$ cat src/rtl/prog_mem_if.sv
// prog_mem bus: read port (pc -> instr) and bit-serial loader port.
// master = controller side, slave = program memory side.
interface prog_mem_if #(
  parameter int IW = 3,
  parameter int AW = 3
);
  logic [AW-1:0] i_pc;
  logic [IW-1:0] o_instr;
  logic          i_ld_start;
  logic          i_ld_valid;
  logic          i_ld_bit;
  logic          o_ld_busy;
  logic          o_ld_done;
  logic          o_ld_err;

  modport master (
    output i_pc,
    output i_ld_start,
    output i_ld_valid,
    output i_ld_bit,
    input  o_instr,
    input  o_ld_busy,
    input  o_ld_done,
    input  o_ld_err
  );

  modport slave (
    input  i_pc,
    input  i_ld_start,
    input  i_ld_valid,
    input  i_ld_bit,
    output o_instr,
    output o_ld_busy,
    output o_ld_done,
    output o_ld_err
  );
endinterface

$ cat src/rtl/prog_mem.sv
// prog_mem: program memory with reset-default program and serial reloader.
// Ports: i_clk, i_rst (sync, active-high), bus (prog_mem_if.slave):
//   i_pc/o_instr read port; i_ld_start/i_ld_valid/i_ld_bit load input;
//   o_ld_busy/o_ld_done/o_ld_err loader status.
module prog_mem #(
  parameter int IW      = 3,
  parameter int DEPTH   = 8,
  parameter int AW      = $clog2(DEPTH),
  parameter int REG_OUT = 0
) (
  input  logic       i_clk,
  input  logic       i_rst,
  prog_mem_if.slave  bus
);

  localparam int CW = $clog2(IW + 1);

  typedef enum logic {
    S_IDLE = 1'b0,
    S_LOAD = 1'b1
  } state_t;

  function automatic logic [IW-1:0] f_default(input int idx);
    logic [IW-1:0] v;
    unique case (idx)
      1:       v = IW'(3'd7);
      2:       v = IW'(3'd1);
      3:       v = IW'(3'd2);
      4:       v = IW'(3'd1);
      5:       v = IW'(3'd3);
      6:       v = IW'(3'd4);
      7:       v = IW'(3'd6);
      default: v = '0;
    endcase
    return v;
  endfunction

  logic [IW-1:0] r_mem [DEPTH];

  state_t        r_state;
  logic [AW-1:0] r_wr_ptr;
  logic [CW-1:0] r_bit_cnt;
  logic [IW-2:0] r_shreg;
  logic          r_done;
  logic          r_err;

  state_t        w_state_nxt;
  logic [AW-1:0] w_ptr_nxt;
  logic [CW-1:0] w_cnt_nxt;
  logic [IW-2:0] w_sh_nxt;
  logic          w_done_nxt;
  logic          w_err_nxt;
  logic          w_we;
  logic [IW-1:0] w_wdata;

  assign w_wdata = {r_shreg, bus.i_ld_bit};

  always_comb begin
    w_state_nxt = r_state;
    w_ptr_nxt   = r_wr_ptr;
    w_cnt_nxt   = r_bit_cnt;
    w_sh_nxt    = r_shreg;
    w_done_nxt  = 1'b0;
    w_err_nxt   = 1'b0;
    w_we        = 1'b0;
    unique case (r_state)
      S_IDLE: begin
        if (bus.i_ld_start) begin
          w_state_nxt = S_LOAD;
          w_ptr_nxt   = '0;
          w_cnt_nxt   = '0;
        end
      end
      S_LOAD: begin
        // A restart wins over a same-cycle valid bit, which is dropped.
        if (bus.i_ld_start) begin
          w_ptr_nxt = '0;
          w_cnt_nxt = '0;
          w_err_nxt = 1'b1;
        end else if (bus.i_ld_valid) begin
          w_sh_nxt = {r_shreg[IW-3:0], bus.i_ld_bit};
          if (r_bit_cnt == CW'(IW - 1)) begin
            w_we      = 1'b1;
            w_cnt_nxt = '0;
            w_ptr_nxt = r_wr_ptr + AW'(1);
            if (r_wr_ptr == AW'(DEPTH - 1)) begin
              w_state_nxt = S_IDLE;
              w_done_nxt  = 1'b1;
            end
          end else begin
            w_cnt_nxt = r_bit_cnt + CW'(1);
          end
        end
      end
      default: w_state_nxt = S_IDLE;
    endcase
  end

  always_ff @(posedge i_clk) begin
    if (i_rst) begin
      r_state   <= S_IDLE;
      r_wr_ptr  <= '0;
      r_bit_cnt <= '0;
      r_shreg   <= '0;
      r_done    <= 1'b0;
      r_err     <= 1'b0;
    end else begin
      r_state   <= w_state_nxt;
      r_wr_ptr  <= w_ptr_nxt;
      r_bit_cnt <= w_cnt_nxt;
      r_shreg   <= w_sh_nxt;
      r_done    <= w_done_nxt;
      r_err     <= w_err_nxt;
    end
  end

  always_ff @(posedge i_clk) begin
    if (i_rst) begin
      for (int i = 0; i < DEPTH; i++) begin
        r_mem[i] <= f_default(i);
      end
    end else if (w_we) begin
      r_mem[r_wr_ptr] <= w_wdata;
    end
  end

  generate
    if (REG_OUT != 0) begin : g_reg
      logic [IW-1:0] r_instr;
      // Samples the pre-edge word, so a same-address write shows next cycle.
      always_ff @(posedge i_clk) begin
        if (i_rst) begin
          r_instr <= '0;
        end else begin
          r_instr <= r_mem[bus.i_pc];
        end
      end
      assign bus.o_instr = r_instr;
    end else begin : g_comb
      assign bus.o_instr = r_mem[bus.i_pc];
    end
  endgenerate

  assign bus.o_ld_busy = (r_state == S_LOAD);
  assign bus.o_ld_done = r_done;
  assign bus.o_ld_err  = r_err;

endmodule
$ cat src/flat_wrapper.sv
// flat-port wrapper written by rule: the top's interface ports become plain ports
module prog_mem_flat 
#(
  parameter int IW      = 3,
  parameter int DEPTH   = 8,
  parameter int AW      = $clog2(DEPTH),
  parameter int REG_OUT = 0
)
  (i_clk, i_rst, bus_i_pc, bus_i_ld_start, bus_i_ld_valid, bus_i_ld_bit, bus_o_instr, bus_o_ld_busy, bus_o_ld_done, bus_o_ld_err);
  prog_mem_if #(.IW(IW), .AW(AW)) bus_i ();
  input  logic i_clk;
  input  logic i_rst;
  input wire logic [$bits(bus_i.i_pc)-1:0] bus_i_pc;
  input wire logic [$bits(bus_i.i_ld_start)-1:0] bus_i_ld_start;
  input wire logic [$bits(bus_i.i_ld_valid)-1:0] bus_i_ld_valid;
  input wire logic [$bits(bus_i.i_ld_bit)-1:0] bus_i_ld_bit;
  output wire logic [$bits(bus_i.o_instr)-1:0] bus_o_instr;
  output wire logic [$bits(bus_i.o_ld_busy)-1:0] bus_o_ld_busy;
  output wire logic [$bits(bus_i.o_ld_done)-1:0] bus_o_ld_done;
  output wire logic [$bits(bus_i.o_ld_err)-1:0] bus_o_ld_err;
  assign bus_i.i_pc = bus_i_pc;
  assign bus_i.i_ld_start = bus_i_ld_start;
  assign bus_i.i_ld_valid = bus_i_ld_valid;
  assign bus_i.i_ld_bit = bus_i_ld_bit;
  assign bus_o_instr = bus_i.o_instr;
  assign bus_o_ld_busy = bus_i.o_ld_busy;
  assign bus_o_ld_done = bus_i.o_ld_done;
  assign bus_o_ld_err = bus_i.o_ld_err;
  prog_mem #(.IW(IW), .DEPTH(DEPTH), .AW(AW), .REG_OUT(REG_OUT)) u_core (.i_clk(i_clk), .i_rst(i_rst), .bus(bus_i));
endmodule
$ cat config.mk
export PLATFORM = sky130hd
export DESIGN_NAME = prog_mem_flat
export DESIGN_NICKNAME = d
export VERILOG_FILES = /design/src/rtl/prog_mem_if.sv /design/src/rtl/prog_mem.sv /design/src/flat_wrapper.sv
export SDC_FILE = /design/constraint.sdc
export NUM_CORES = 1
export LEC_CHECK = 0
export ABC_AREA = 1
export BUFFER_PORTS_ARGS = -buffer_cell sky130_fd_sc_hd__buf_2
export CORE_MARGIN = 2
export CORE_UTILIZATION = 24
export CTS_BUF_LIST = sky130_fd_sc_hd__clkbuf_8
export DETAILED_ROUTE_END_ITERATION = 10
export PLACE_DENSITY = 0.5
export RECOVER_POWER = 100
export SYNTH_ARGS = -nofsm -noshare
export SYNTH_HDL_FRONTEND = slang
export SYNTH_SLANG_ARGS = --single-unit
$ cat constraint.sdc
create_clock -name i_clk -period 2.1 [get_ports i_clk]
set_input_delay 0.21 -clock i_clk [delete_from_list [all_inputs] [get_ports i_clk]]
set_output_delay 0.21 -clock i_clk [all_outputs]
set_load 0.01 [all_outputs]
-- After elaboration in Yosys (flattened, before gate mapping)
Memories as Yosys holds them, arrays and structs flattened.
Cells that the tools add are included.
- $add $sub $neg: 2
- reductions and logical operators: 6
- bitwise gates (word level): 4
- equality and inequality tests: 5
- mux-type cells: 36
- operators with widths (operator ; count):
    3-bit 2-to-1 mux ; 13
    1-bit 2-to-1 mux ; 16
    2-bit 2-to-1 mux ; 4
    3-bit inequality test, second input constant ; 2
    3-bit case mux with 2 select lines ; 1
    3-bit AND reduction ; 2
    5-bit OR reduction ; 1
    1-bit NOT ; 4
    2-bit case mux with 2 select lines ; 1
    3-bit by 1-bit adder with 3-bit output, second input constant ; 1
    3-bit equality test, second input constant ; 1
    3-bit OR reduction ; 1
    2-bit by 1-bit adder with 2-bit output, second input constant ; 1
    2-bit equality test, second input constant ; 1
    2-bit inequality test, second input constant ; 1
    1-bit case mux with 2 select lines ; 1
    2-bit AND reduction ; 1
    2-bit OR reduction ; 1
- register bits: 10
- memories: 1
- logic and storage cells: 60
- bits of input ports: 8
- output and inout bits: 6
- memory bits (writable): 24
- memories (name ; words ; bits a word ; read ports ; clocked after memory_dff ; wr ports ; line ; RTL):
    u_core.r_mem ; 8 ; 3 ; 1 ; 0 ; 8 ; prog_mem.sv:38 ; logic [IW-1:0] r_mem [DEPTH];

-- Longest topological paths before layout
- depth in word-level cells: 10
- mapped depth: 7

-- Least setup slack after synthesis
Ideal clock, no wire load.
- kind: reg-to-reg
- start: register u_core.r_state, in the netlist u_core.bus.o_ld_busy
- end: memory u_core.r_mem[1][0] (enable)
- data required time: 1756 ps
- cell stages (with the launch flop): 5
- path slack: 655 ps
- arrival time: 1101 ps
- period minus slack after synthesis: 1445 ps
- cells stage by stage: dfxtp_1 > nand2_2 > nor2_2 > nand2_2 > o21ai_0
- RTL lines (what ; line ; RTL):
    start: declaration ; prog_mem.sv:40 ; state_t r_state;
    start signal: assignment ; prog_mem.sv:108 ; r_state <= w_state_nxt;
    end: declaration ; prog_mem.sv:38 ;

-- Worst setup path after layout
- start: input port bus_i_pc[0]
- end: output port bus_o_instr[2]
- cells in the longest elaborated chain, start to end: 1
- ends and longest elaborated chain (what ; line ; RTL):
    start: declaration ; flat_wrapper.sv:13 ; input wire logic [$bits(bus_i.i_pc)-1:0] bus_i_pc;
    memory read 8 x 3 bit ; - ;
    end: declaration ; flat_wrapper.sv:17 ; output wire logic [$bits(bus_i.o_instr)-1:0] bus_o_instr;
No other way between the ends.

==> impl_metrics.csv <==
group,metric,value,unit
timing,skew,0.003117,ns
job,maxCapViolCount,0,
critical_path,r2r_slack,0.48,ns
placed_design,portBuffers,13,
yosys,synth_cells,221,
min_path,hold_path_end,"u_core.r_bit_cnt[1]$_SDFFE_PP0P_",
timing,min_period_over_period,78.46,%
floorplan,core,6907,um2
min_path,holdPathStages,2,
critical_path,cp.required,1.89,ns
critical_path,reg2reg_from,"u_core.bus.o_ld_busy$_SDFF_PP0_",
critical_path,worstPathArrival,1.44,ns
detailed_routing,drt_iter0_drc,95,
floorplan,dieHeight,89.04,um
outcome,status,"finished, final reports clean",
grt,grt_pass1_vias,1394,
cells_and_area,syn2layout_area_growth,13.77,%
yosys,netlist_area,1735,um2
clock_network,cts_root_buf,"clkbuf_8",
detailed_routing,wl_per_cell,10.65,um
min_path,holdCritStartpoint,"i_rst",
power_and_ir_drop,vdd_drop_max,0.0003939,V
grt,grt_pass1_wl,6.265,mm
detailed_routing,drc,0,
yosys,synth_flop_cell,"edfxtp_1",
timing,worst_slack,0.4523,ns
clock_network,clkTransAtPathRegs,0.07,ns
grt,antenna_found_initial,0,
timing,setup_viol,0,
cells_and_area,filler_cell_count,787,
yosys,synth-async-reset-ratio,0,%
timing,max_slew_margin,67.16,%
yosys,ys_warn_count,0,
detailed_routing,routed_wl,3.579,mm
placed_design,place_area,1914,um2
detailed_routing,detail_route.first_pass.iterations,4,
cells_and_area,utilization,28.59,%
timing,timing.hold.ws,0.1346,ns
cells_and_area,final_layout_size_suffix_gt1_share,7.500,%
floorplan,row_count,30,
clock_network,cts_tree,"done",
min_path,hp-class,"primary input to flip-flop",
timing,setup_tns,0,ns
detailed_routing,final_antenna_net_count,0,
placed_design,dpl.hpwl,2.643,mm
yosys,synth-seq-area-share,53.06,%
power_and_ir_drop,power.density,675.0,nW/um2
placed_design,dp_slack,0.5689,ns
yosys,ys_ff_latch,34,
critical_path,r2r_end,"u_core.r_mem[1][0]$_SDFFCE_PN1P_",
timing,fin_crit,1.648,ns
floorplan,die_area,7927,um2
grt,grt_max_degree,16,
clock_network,ctsResizeCount,0,
cells_and_area,final_nets,249,
yosys,syn-num-nets,231,
floorplan,start_util,25.13,%
yosys,yosys.cell_types.count,16,
clock_network,cts_buffers,5,
floorplan,pin_count,14,
yosys,synth_edf_count,24,
timing,achievable-frequency,606.9,MHz
timing,rsz0062_at_grt,"false",
timing,hold_viol,0,
clock_network,clk_latency,0.28,ns
detailed_routing,vias,1358,
critical_path,reg2reg_depth,4,
clock_network,postCtsHoldBufs,0,
timing,worst_pin_slew,0.4925,ns
critical_path,crit_path_end_kind,"output pin",
floorplan,dieWidth,89.04,um
cells_and_area,final_cell_area,1974,um2
critical_path,path_class,"primary input to output pin",
clock_network,cts_num_sinks,34,
critical_path,start_kind,"primary input",
clock_network,htreeDepth,2,
yosys,synth_area_leaders,"edfxtp_1, nand2_1, dfxtp_1",
clock_network,clock_path_buffers,2,
power_and_ir_drop,p_leak,0.0008653,uW
yosys,synth_top_area_share,41.53,%
grt,grt.total_usage,10.57,%
detailed_routing,vias_per_cell,4.042,
yosys,synth_area_per_cell,7.853,um2
placed_design,place_congestion,0.7870,
clock_network,post_cts_buffers,0,
grt,overflow,0,
cells_and_area,antenna_cells,0,
yosys,synth_top_area_cell,"edfxtp_1",
critical_path,cp_max_fo,13,
timing,finalMaxSlewViolations,0,
logic make-up after synthesis:
kind of cell / Yosys count / share of synthesized area (%)
compound gates: 11 / 3.172
fa+ha+maj: 2 / 1.442
simple gates: 129 / 32.44
flops: 34 / 53.06
buf+inv: 45 / 9.877
cell usage in the layout (no fill, tap or decap):
cell type,instances
a21oi_1,6
nor2_4,2
dfxtp_1,10
o21ai_0,5
nand2_2,1
clkinv_1,3
clkbuf_8,5
edfxtp_1,24
ha_1,2
inv_1,40
buf_2,7
nand2_1,61
nand3_1,35
clkinvlp_4,1
nor2_1,30
clkbuf_1,6
buf_4,1
clkinv_2,1
synthesized netlist by cell type, types with 5 or more instances:
master and instances:
nor2_1 28, o21ai_0 5, nand3_1 33, edfxtp_1 24, dfxtp_1 10, a21oi_1 6
inv_1 40, nand2_1 60
report_power, final:
group / total, uW / switching, uW / internal, uW
combinational: 125 / 87.8 / 37.0
clock: 463 / 236 / 227
sequential: 745 / 13.1 / 732
total: 1330 / 337 / 996
metal layers:
metal  part of all wire, %  vias up  track usage (%)  wire (um)
met5                     0        -                0          0
met4                   1.4        0            4.071         51
met3                   5.5        5            2.585        196
met2                    44       29            16.62       1557
met1                    50      593            14.11       1774
li1                      -      731                -          -
state kept, by name, indices dropped and copies added (netlist names):
signal                flops
u_core.bus.o_ld_err       1
u_core.r_mem             24
u_core.bus.o_ld_busy      1
u_core.r_wr_ptr           3
u_core.r_bit_cnt          2
u_core.r_shreg            2
u_core.bus.o_ld_done      1
critical path, stage by stage:
cell	delay, ns
clkbuf_1	0.38
inv_1	0.31
nand2_1	0.15
nand3_1	0.08
nand2_1	0.07
nand2_1	0.05
nand2_1	0.05
clkbuf_1	0.15
stage by stage:
step | total power (uW) | cells
global placement | 889.7 | 328
global route | 1403 | 336
finish | 1333 | 336
CTS | 1354 | 336
floorplan | 844.3 | 221
detailed placement | 890.0 | 328
final cells by class:
| type | count | area, um2 | share of cell area (%) |
|---|---|---|---|
| tap | 96 | 120.1 | 6.084 |
| multi-input combinational | 142 | 625.6 | 31.69 |
| timing repair buffer | 14 | 65.06 | 3.295 |
| inverter | 42 | 157.7 | 7.985 |
| sequential | 34 | 920.9 | 46.64 |
| clock inverter | 3 | 16.27 | 0.8238 |
| clock buffer | 5 | 68.82 | 3.485 |
worst max path at each step:
| stage | start | to | slack (ns) |
|---|---|---|---|
| floorplan | u_core.bus.o_ld_busy$_SDFF_PP0_ | u_core.r_mem[1][0]$_SDFFCE_PN1P_ | 0.65 |
| global placement | u_core.bus.o_ld_busy$_SDFF_PP0_ | u_core.r_mem[1][2]$_SDFFCE_PN1P_ | 0.59 |
| detailed placement | u_core.bus.o_ld_busy$_SDFF_PP0_ | u_core.r_mem[1][2]$_SDFFCE_PN1P_ | 0.57 |
| CTS | u_core.bus.o_ld_busy$_SDFF_PP0_ | u_core.r_mem[1][2]$_SDFFCE_PN1P_ | 0.55 |
| global route | bus_i_pc[0] | bus_o_instr[0] | 0.28 |
| finish | bus_i_pc[0] | bus_o_instr[2] | 0.45 |
(Power assumes the default switching activity.)
